[src/rtl/red_pitaya_daisy_pkg.sv]
// ---------------------------------------------------------------------------
// red_pitaya_daisy_pkg
//
// Shared definitions for the daisy-chain TX framer:
//   - header word layout: {sync byte, payload length}
//   - framer state encoding
//   - helper that assembles a header word from a length
// ---------------------------------------------------------------------------
package red_pitaya_daisy_pkg;

    localparam int HDR_SYNC_W = 8;
    localparam int HDR_LEN_W  = 8;
    localparam int WORD_W     = HDR_SYNC_W + HDR_LEN_W;

    localparam logic [HDR_SYNC_W-1:0] HDR_SYNC = 8'hA5;

    typedef enum logic [1:0] {
        ST_IDLE  = 2'd0,
        ST_HDR   = 2'd1,
        ST_PAY   = 2'd2,
        ST_TRAIN = 2'd3
    } framer_state_e;

    function automatic logic [WORD_W-1:0] make_header(input logic [HDR_LEN_W-1:0] len);
        return {HDR_SYNC, len};
    endfunction

endpackage

[src/rtl/red_pitaya_daisy_fifo.sv]
// ---------------------------------------------------------------------------
// red_pitaya_daisy_fifo
//
// Generic synchronous FIFO, 2**AW entries of DW bits, first-word-fall-through:
// head_o always shows the oldest stored word while the FIFO is not empty.
//
// Ports:
//   clk_i     clock
//   rst_i     synchronous active-high reset (empties the FIFO)
//   wr_en_i   write request; ignored while full
//   wr_dat_i  write data
//   rd_en_i   pop request; ignored while empty
//   head_o    oldest word (valid when !empty_o)
//   full_o    no free entry
//   empty_o   no stored entry
//   count_o   number of stored entries (0 .. 2**AW)
// ---------------------------------------------------------------------------
module red_pitaya_daisy_fifo #(
    parameter int AW = 4,
    parameter int DW = 16
) (
    input  logic          clk_i,
    input  logic          rst_i,
    input  logic          wr_en_i,
    input  logic [DW-1:0] wr_dat_i,
    input  logic          rd_en_i,
    output logic [DW-1:0] head_o,
    output logic          full_o,
    output logic          empty_o,
    output logic [AW:0]   count_o
);

    localparam int          DEPTH   = 2**AW;
    localparam logic [AW:0] FULL_CNT = (AW+1)'(DEPTH);

    logic [DW-1:0] mem_q [DEPTH];
    logic [AW-1:0] wr_ptr_q;
    logic [AW-1:0] rd_ptr_q;
    logic [AW:0]   count_q;
    logic          do_wr;
    logic          do_rd;

    assign do_wr = wr_en_i && !full_o;
    assign do_rd = rd_en_i && !empty_o;

    // Pointers wrap naturally at 2**AW; the separate count removes the
    // usual full/empty ambiguity of equal pointers.
    always_ff @(posedge clk_i) begin
        if (rst_i) begin
            wr_ptr_q <= '0;
            rd_ptr_q <= '0;
            count_q  <= '0;
        end else begin
            if (do_wr) begin
                wr_ptr_q <= wr_ptr_q + 1'b1;
            end
            if (do_rd) begin
                rd_ptr_q <= rd_ptr_q + 1'b1;
            end
            case ({do_wr, do_rd})
                2'b10:   count_q <= count_q + 1'b1;
                2'b01:   count_q <= count_q - 1'b1;
                default: count_q <= count_q;
            endcase
        end
    end

    // Storage needs no reset: entries are only read after being written.
    always_ff @(posedge clk_i) begin
        if (do_wr) begin
            mem_q[wr_ptr_q] <= wr_dat_i;
        end
    end

    assign head_o  = mem_q[rd_ptr_q];
    assign full_o  = (count_q == FULL_CNT);
    assign empty_o = (count_q == '0);
    assign count_o = count_q;

endmodule

[src/rtl/red_pitaya_daisy_tx_framer.sv]
// ---------------------------------------------------------------------------
// red_pitaya_daisy_tx_framer
//
// Packetizer in front of the daisy-chain TX serializer. User words are
// buffered in a FIFO and sent as packets {A5,len} + len payload words
// through the serializer's ready/valid slot. A training mode streams a fixed
// pattern for link alignment.
//
// Ports:
//   par_clk_i        parallel clock (shared with the serializer)
//   par_rst_i        synchronous active-high reset
//   cfg_en_i         allows new packets to start
//   cfg_train_i      training mode request
//   cfg_train_pat_i  training word
//   stat_clr_i       clears stat_pkt_o / stat_ovf_o
//   usr_dv_i         user word valid
//   usr_dat_i        user word
//   usr_rdy_o        FIFO not full
//   tx_rdy_i         serializer slot ready
//   tx_dv_o          word valid to serializer (registered)
//   tx_dat_o         word to serializer (registered)
//   stat_pkt_o       completed packet counter (wraps)
//   stat_ovf_o       sticky: a user word was dropped
// ---------------------------------------------------------------------------
module red_pitaya_daisy_tx_framer
    import red_pitaya_daisy_pkg::*;
#(
    parameter int FIFO_AW = 4,
    parameter int MAX_LEN = 8,
    parameter int TMO     = 64
) (
    input  logic        par_clk_i,
    input  logic        par_rst_i,
    input  logic        cfg_en_i,
    input  logic        cfg_train_i,
    input  logic [15:0] cfg_train_pat_i,
    input  logic        stat_clr_i,
    input  logic        usr_dv_i,
    input  logic [15:0] usr_dat_i,
    output logic        usr_rdy_o,
    input  logic        tx_rdy_i,
    output logic        tx_dv_o,
    output logic [15:0] tx_dat_o,
    output logic [31:0] stat_pkt_o,
    output logic        stat_ovf_o
);

    localparam int                 CW       = FIFO_AW + 1;
    localparam int                 TW       = $clog2(TMO);
    localparam logic [CW-1:0]      MAX_CNT  = CW'(MAX_LEN);
    localparam logic [TW-1:0]      TMO_LAST = TW'(TMO - 1);

    framer_state_e          state_q, state_d;
    logic                   tx_dv_q, tx_dv_d;
    logic [15:0]            tx_dat_q, tx_dat_d;
    logic [HDR_LEN_W-1:0]   len_q, len_d;
    logic [HDR_LEN_W-1:0]   rem_q, rem_d;
    logic [TW-1:0]          tmo_q, tmo_d;
    logic [31:0]            stat_pkt_q, stat_pkt_d;
    logic                   stat_ovf_q, stat_ovf_d;

    logic                   fifo_full;
    logic                   fifo_empty;
    logic [CW-1:0]          fifo_count;
    logic [15:0]            fifo_head;
    logic                   fifo_pop;
    logic                   xfer;
    logic                   start_ok;
    logic                   pkt_done;

    red_pitaya_daisy_fifo #(
        .AW (FIFO_AW),
        .DW (16)
    ) u_fifo (
        .clk_i    (par_clk_i),
        .rst_i    (par_rst_i),
        .wr_en_i  (usr_dv_i),
        .wr_dat_i (usr_dat_i),
        .rd_en_i  (fifo_pop),
        .head_o   (fifo_head),
        .full_o   (fifo_full),
        .empty_o  (fifo_empty),
        .count_o  (fifo_count)
    );

    assign xfer     = tx_dv_q && tx_rdy_i;
    assign start_ok = cfg_en_i && !fifo_empty &&
                      ((fifo_count >= MAX_CNT) || (tmo_q == TMO_LAST));

    // Next-state logic. The outgoing word is registered: whenever the
    // current word transfers, the following word is loaded on the same edge,
    // so it is ready long before the serializer's next slot.
    always_comb begin
        state_d  = state_q;
        tx_dv_d  = tx_dv_q;
        tx_dat_d = tx_dat_q;
        len_d    = len_q;
        rem_d    = rem_q;
        tmo_d    = tmo_q;
        fifo_pop = 1'b0;
        pkt_done = 1'b0;

        case (state_q)
            ST_IDLE: begin
                // The timeout counter saturates at TMO-1 so that a short
                // packet held back by cfg_en_i=0 leaves as soon as it returns.
                if (fifo_empty) begin
                    tmo_d = '0;
                end else if (tmo_q != TMO_LAST) begin
                    tmo_d = tmo_q + 1'b1;
                end

                if (cfg_train_i) begin
                    state_d  = ST_TRAIN;
                    tx_dv_d  = 1'b1;
                    tx_dat_d = cfg_train_pat_i;
                end else if (start_ok) begin
                    len_d    = (fifo_count >= MAX_CNT) ? HDR_LEN_W'(MAX_LEN)
                                                       : HDR_LEN_W'(fifo_count);
                    tx_dat_d = make_header(len_d);
                    tx_dv_d  = 1'b1;
                    tmo_d    = '0;
                    state_d  = ST_HDR;
                end
            end

            ST_HDR: begin
                if (xfer) begin
                    fifo_pop = 1'b1;
                    tx_dat_d = fifo_head;
                    rem_d    = len_q;
                    state_d  = ST_PAY;
                end
            end

            // rem_q counts payload words still to go, including the one on
            // the output now; the FIFO is guaranteed to hold them.
            ST_PAY: begin
                if (xfer) begin
                    if (rem_q > 8'd1) begin
                        rem_d    = rem_q - 1'b1;
                        fifo_pop = 1'b1;
                        tx_dat_d = fifo_head;
                    end else begin
                        tx_dv_d  = 1'b0;
                        pkt_done = 1'b1;
                        state_d  = ST_IDLE;
                    end
                end
            end

            ST_TRAIN: begin
                if (cfg_train_i) begin
                    tx_dat_d = cfg_train_pat_i;
                end else begin
                    tx_dv_d = 1'b0;
                    state_d = ST_IDLE;
                end
            end

            default: begin
                state_d = ST_IDLE;
                tx_dv_d = 1'b0;
            end
        endcase
    end

    // Status: a clear in the same cycle as an event wins.
    always_comb begin
        stat_pkt_d = stat_pkt_q;
        stat_ovf_d = stat_ovf_q;
        if (stat_clr_i) begin
            stat_pkt_d = '0;
            stat_ovf_d = 1'b0;
        end else begin
            if (pkt_done) begin
                stat_pkt_d = stat_pkt_q + 32'd1;
            end
            if (usr_dv_i && fifo_full) begin
                stat_ovf_d = 1'b1;
            end
        end
    end

    always_ff @(posedge par_clk_i) begin
        if (par_rst_i) begin
            state_q    <= ST_IDLE;
            tx_dv_q    <= 1'b0;
            tx_dat_q   <= '0;
            len_q      <= '0;
            rem_q      <= '0;
            tmo_q      <= '0;
            stat_pkt_q <= '0;
            stat_ovf_q <= 1'b0;
        end else begin
            state_q    <= state_d;
            tx_dv_q    <= tx_dv_d;
            tx_dat_q   <= tx_dat_d;
            len_q      <= len_d;
            rem_q      <= rem_d;
            tmo_q      <= tmo_d;
            stat_pkt_q <= stat_pkt_d;
            stat_ovf_q <= stat_ovf_d;
        end
    end

    assign usr_rdy_o  = !fifo_full;
    assign tx_dv_o    = tx_dv_q;
    assign tx_dat_o   = tx_dat_q;
    assign stat_pkt_o = stat_pkt_q;
    assign stat_ovf_o = stat_ovf_q;

endmodule

[config.mk]
export PLATFORM = sky130hd
export DESIGN_NAME = red_pitaya_daisy_tx_framer
export DESIGN_NICKNAME = d
export VERILOG_FILES = /design/src/rtl/red_pitaya_daisy_pkg.sv /design/src/rtl/red_pitaya_daisy_fifo.sv /design/src/rtl/red_pitaya_daisy_tx_framer.sv
export SDC_FILE = /design/constraint.sdc
export NUM_CORES = 1
export LEC_CHECK = 0
export ABC_AREA = 1
export ABC_CLOCK_PERIOD_IN_PS = 2500
export CAP_MARGIN = 20
export CORE_AREA = 2 2 171 173
export CTS_CLUSTER_DIAMETER = 40
export DETAILED_ROUTE_END_ITERATION = 10
export DIE_AREA = 0 0 173 175
export GPL_ROUTABILITY_DRIVEN = 0
export GPL_TIMING_DRIVEN = 0
export HOLD_SLACK_MARGIN = 0.15
export PLACE_DENSITY = 0.72
export SYNTH_ARGS = -nofsm -noshare
export SYNTH_HDL_FRONTEND = slang
export SYNTH_SLANG_ARGS = --single-unit
[constraint.sdc]
create_clock -name par_clk_i -period 2.5 [get_ports par_clk_i]
set_input_delay 0.75 -clock par_clk_i [delete_from_list [all_inputs] [get_ports par_clk_i]]
set_output_delay 0.75 -clock par_clk_i [all_outputs]
set_load 0.01 [all_outputs]
==> flow_summary.toml <==
[cells_and_area]
multi_input_area_sq_mm = 0.00502
drive_gt1_share_pct = 13.0
syn_to_final_growth_pct = 20.7
final_net_count = 1696
stdcell_count = 2056
post-route-cell-area_sq_mm = 0.0182
diodes = 0
final_core_util_pct = 64.2
fillCellCount = 2296
seq_area_sq_mm = 0.00945

[cts]
cts_sinks = 344
insertion_delay_ns = 0.54
clk_path_buf_depth = 3
clockRootBuffer = "clkbuf_16"
cts_tree = "yes"
cts_made_buffers = 42
cts_hold_repair.buffers = 0
htree_levels = 2
cts.clk_slew.worst_paths_ns = 0.06

[setup_path]
critPathTopFamily = "buffers and inverters"
worst_path_max_delay_cell = "clkdlybuf4s50_1"
crit_arrival_ns = 2.63
worstSetupEndpointType = "flip-flop"
worstSetupStartpointType = "input pin"
worstSetupPathType = "in2reg"
critPathRequiredTime_ns = 2.74
path_cells = "clkdlybuf4s50_1, nand2_1, inv_2, nand2_1, nor2_2, buf_8"
path_max_fanout = 10
critPathBufInv = 3
cpMostUsedCell = "nand2_1"
slowest_delay_ns = 0.54

[logic_synthesis]
avgSynthCellArea_sq_um = 10.1
yosys_register_bits = 344
synth-main-ff-cell = "edfxtp_1"
yosysUniqueCellTypes = 48
synth_simple_gate_area_share_pct = 16.6
synth_top_family_by_area = "simple AND/OR/NAND/NOR gates"
synth.top_cell.area_share_pct = 50.9
synth_edf_count = 256
netlist_instances = 1488
async_reset_ff_share_pct = 0
synth_fa_ha_area_share_pct = 1.24
syn-num-nets = 1542
ys.warnings.count = 0
synth.area.top_cells = "edfxtp_1 (51%), dfxtp_1 (12%), nor2_1 (6.5%), o21ai_0 (5.1%), nand2_1 (5.1%)"
synth_area_sq_mm = 0.0151
seq_area_frac_synth_pct = 62.6
synth_xor_area_share_pct = 1.63
yosys.area.top_type = "edfxtp_1"
synthMuxAreaShare_pct = 0
synth_compound_area_share_pct = 12.9

[die]
die_w_um = 173
core_sq_mm = 0.0284
rows = 62
pin_count = 90
dieArea_sq_mm = 0.0303
die_y_um = 175
initial_core_util_pct = 53.1

[global_route]
antenna_found_initial = 0
grt_pass1_wl_um = 62700
grt_overflow_total = 0
grt_usage_pct = 26.7
grt_pass1_vias = 11335
grt_max_degree = 17

[sta]
period_share_pct = 95.6
finalSetupViolations = 0
tightest_slew_ns = 0.734
clock_skew_ns = 0.0229
fin_ws_ns = 0.110
max_freq_mhz = 418
setup_tns_ns = 0
relSlewSlack_pct = 51.0
slew_viol_final = 0
hold_violations = 0
period_minus_slack_ns = 2.39

[drt]
avgViaCountPerCell = 5.75
wirelength_um = 41000
drtIter0Drc = 1501
drcViolationCount = 0
ant_nets = 0
drtPass1Iterations = 5
wl_per_cell_um = 20.0
vias = 11824

[outcome]
outcome = "completed"

[power_and_ir_drop]
p_clk_share_pct = 35.9
comb_power_share_pct = 23.0
switching_share_pct = 30.6
p_int_mw = 11.2
switchingPower_mw = 4.95
p_leak_nw = 6.41
seqPwrFrac_pct = 41.1
vdd.ir_drop.worst_mv = 0.550
power_density_mw_per_mm2 = 887

[placed_design]
placed_area_sq_mm = 0.0167
io_buffer_count = 88
dp_cells = 1976
hpwl_um = 27900
pre_cts_slack_ns = -0.620

[flow_run]
drv_cap = 0

[min_path]
hp-class = "reg2reg"
[final timing paths]
check	cells past startpoint	slack [ns]	endpoint	from
setup / recovery	6	0.11	u_fifo.mem_q[12][7]	usr_dv_i
setup reg to reg	20	0.14	u_fifo.count_o[4]	state_q[1]
hold / removal	2	0.46	len_q[4]	len_q[4]
hold reg to reg	2	0.46	len_q[4]	len_q[4]
[cells by family after synthesis]
family | after synthesis
simple gates | 589
compound gates | 352
flops | 344
buf+inv | 160
xor+xnor | 28
fa+ha+maj | 15
[what timing repair did]
action / CTS / global route
endpoints found under the hold margin: 0 / 0
setup endpoints to repair: 5 / 22
pin swaps: 1 / 2
setup buffers: 0 / 6
resized for setup: 14 / 21
[worst min-delay path, stage by stage, from the launching register on]
cell and delay, ns:
dfxtp_1 0.31, nand3_1 0.07, inv_1 0.04
[final cells by class]
type | count | share of cell area [%]
Inverter | 89 | 1.90
Clock buffer | 47 | 5.99
Multi-Input combinational cell | 984 | 27.5
Sequential cell | 344 | 51.9
Timing Repair Buffer | 110 | 6.44
Tap cell | 384 | 2.64
Buffer | 71 | 2.31
Clock inverter | 27 | 1.29
[sequential cells by signal (all words and copies together), names as in the netlist, named ones only]
signal and cells:
tx_dat_o 16, u_fifo.wr_ptr_q 4, u_fifo.count_o 5, state_q 2
stat_pkt_o 32, rem_q 8, u_fifo.mem_q 256, stat_ovf_o 1
len_q 5, u_fifo.rd_ptr_q 4, tx_dv_o 1, tmo_q 6
[synth_stat cells, drive strengths merged (11+ instances only)]
master / count
clkbuf: 19
a21oi: 90
nand4: 11
nand3: 54
o21ai: 187
nand2: 214
nor3: 28
nor2: 273
inv: 87
edfxtp: 256
xor2: 22
buf: 52
ha: 15
o211ai: 38
o22ai: 11
dfxtp: 88
[per-stage QoR]
stage,power [mW],hold WS [ns]
5_1_grt,16.8,0.494
4_1_cts,15.9,0.465
6_report,16.2,0.463
3_5_place_dp,10.1,0.453
2_1_floorplan,8.91,0.436
3_3_place_gp,9.98,0.451
[layer usage]
metal	wire (um)	track usage [%]	share of wire [%]	vias to the layer above
met5	0	0	0	-
met4	1100	8.47	2.7	0
met3	3640	5.35	8.9	85
met2	19500	44.1	48	573
met1	16800	35.7	41	5660
li1	-	-	-	5506
[power groups by stage]
stage | Sequential, mW | Clock (mW) | Combinational [mW]
after floorplan | 6.76 | 0 | 2.15
after global placement | 6.73 | 0 | 3.25
after CTS | 6.63 | 5.86 | 3.46
final | 6.64 | 5.80 | 3.72
after global routing | 6.67 | 6.11 | 4.05
after detailed placement | 6.74 | 0 | 3.36
[placed cells by master, fill, tap and decap left out, types with 7 or more instances in the layout]
cell and instances:
a21oi_1 87, buf_2 25, buf_4 20, buf_6 7, buf_8 16, clkbuf_1 21, clkbuf_16 43, clkdlybuf4s50_1 87
clkinv_2 8, dfxtp_1 84, edfxtp_1 256, ha_1 11, inv_1 68, inv_2 16, nand2_1 202, nand2_2 7
nand3_1 52, nand4_1 10, nor2_1 244, nor2_2 21, nor2_4 7, nor3_1 25, o211ai_1 38, o21ai_0 154
o21ai_1 33, o22ai_1 11, xor2_1 21
Power figures use the tool's default switching activity.
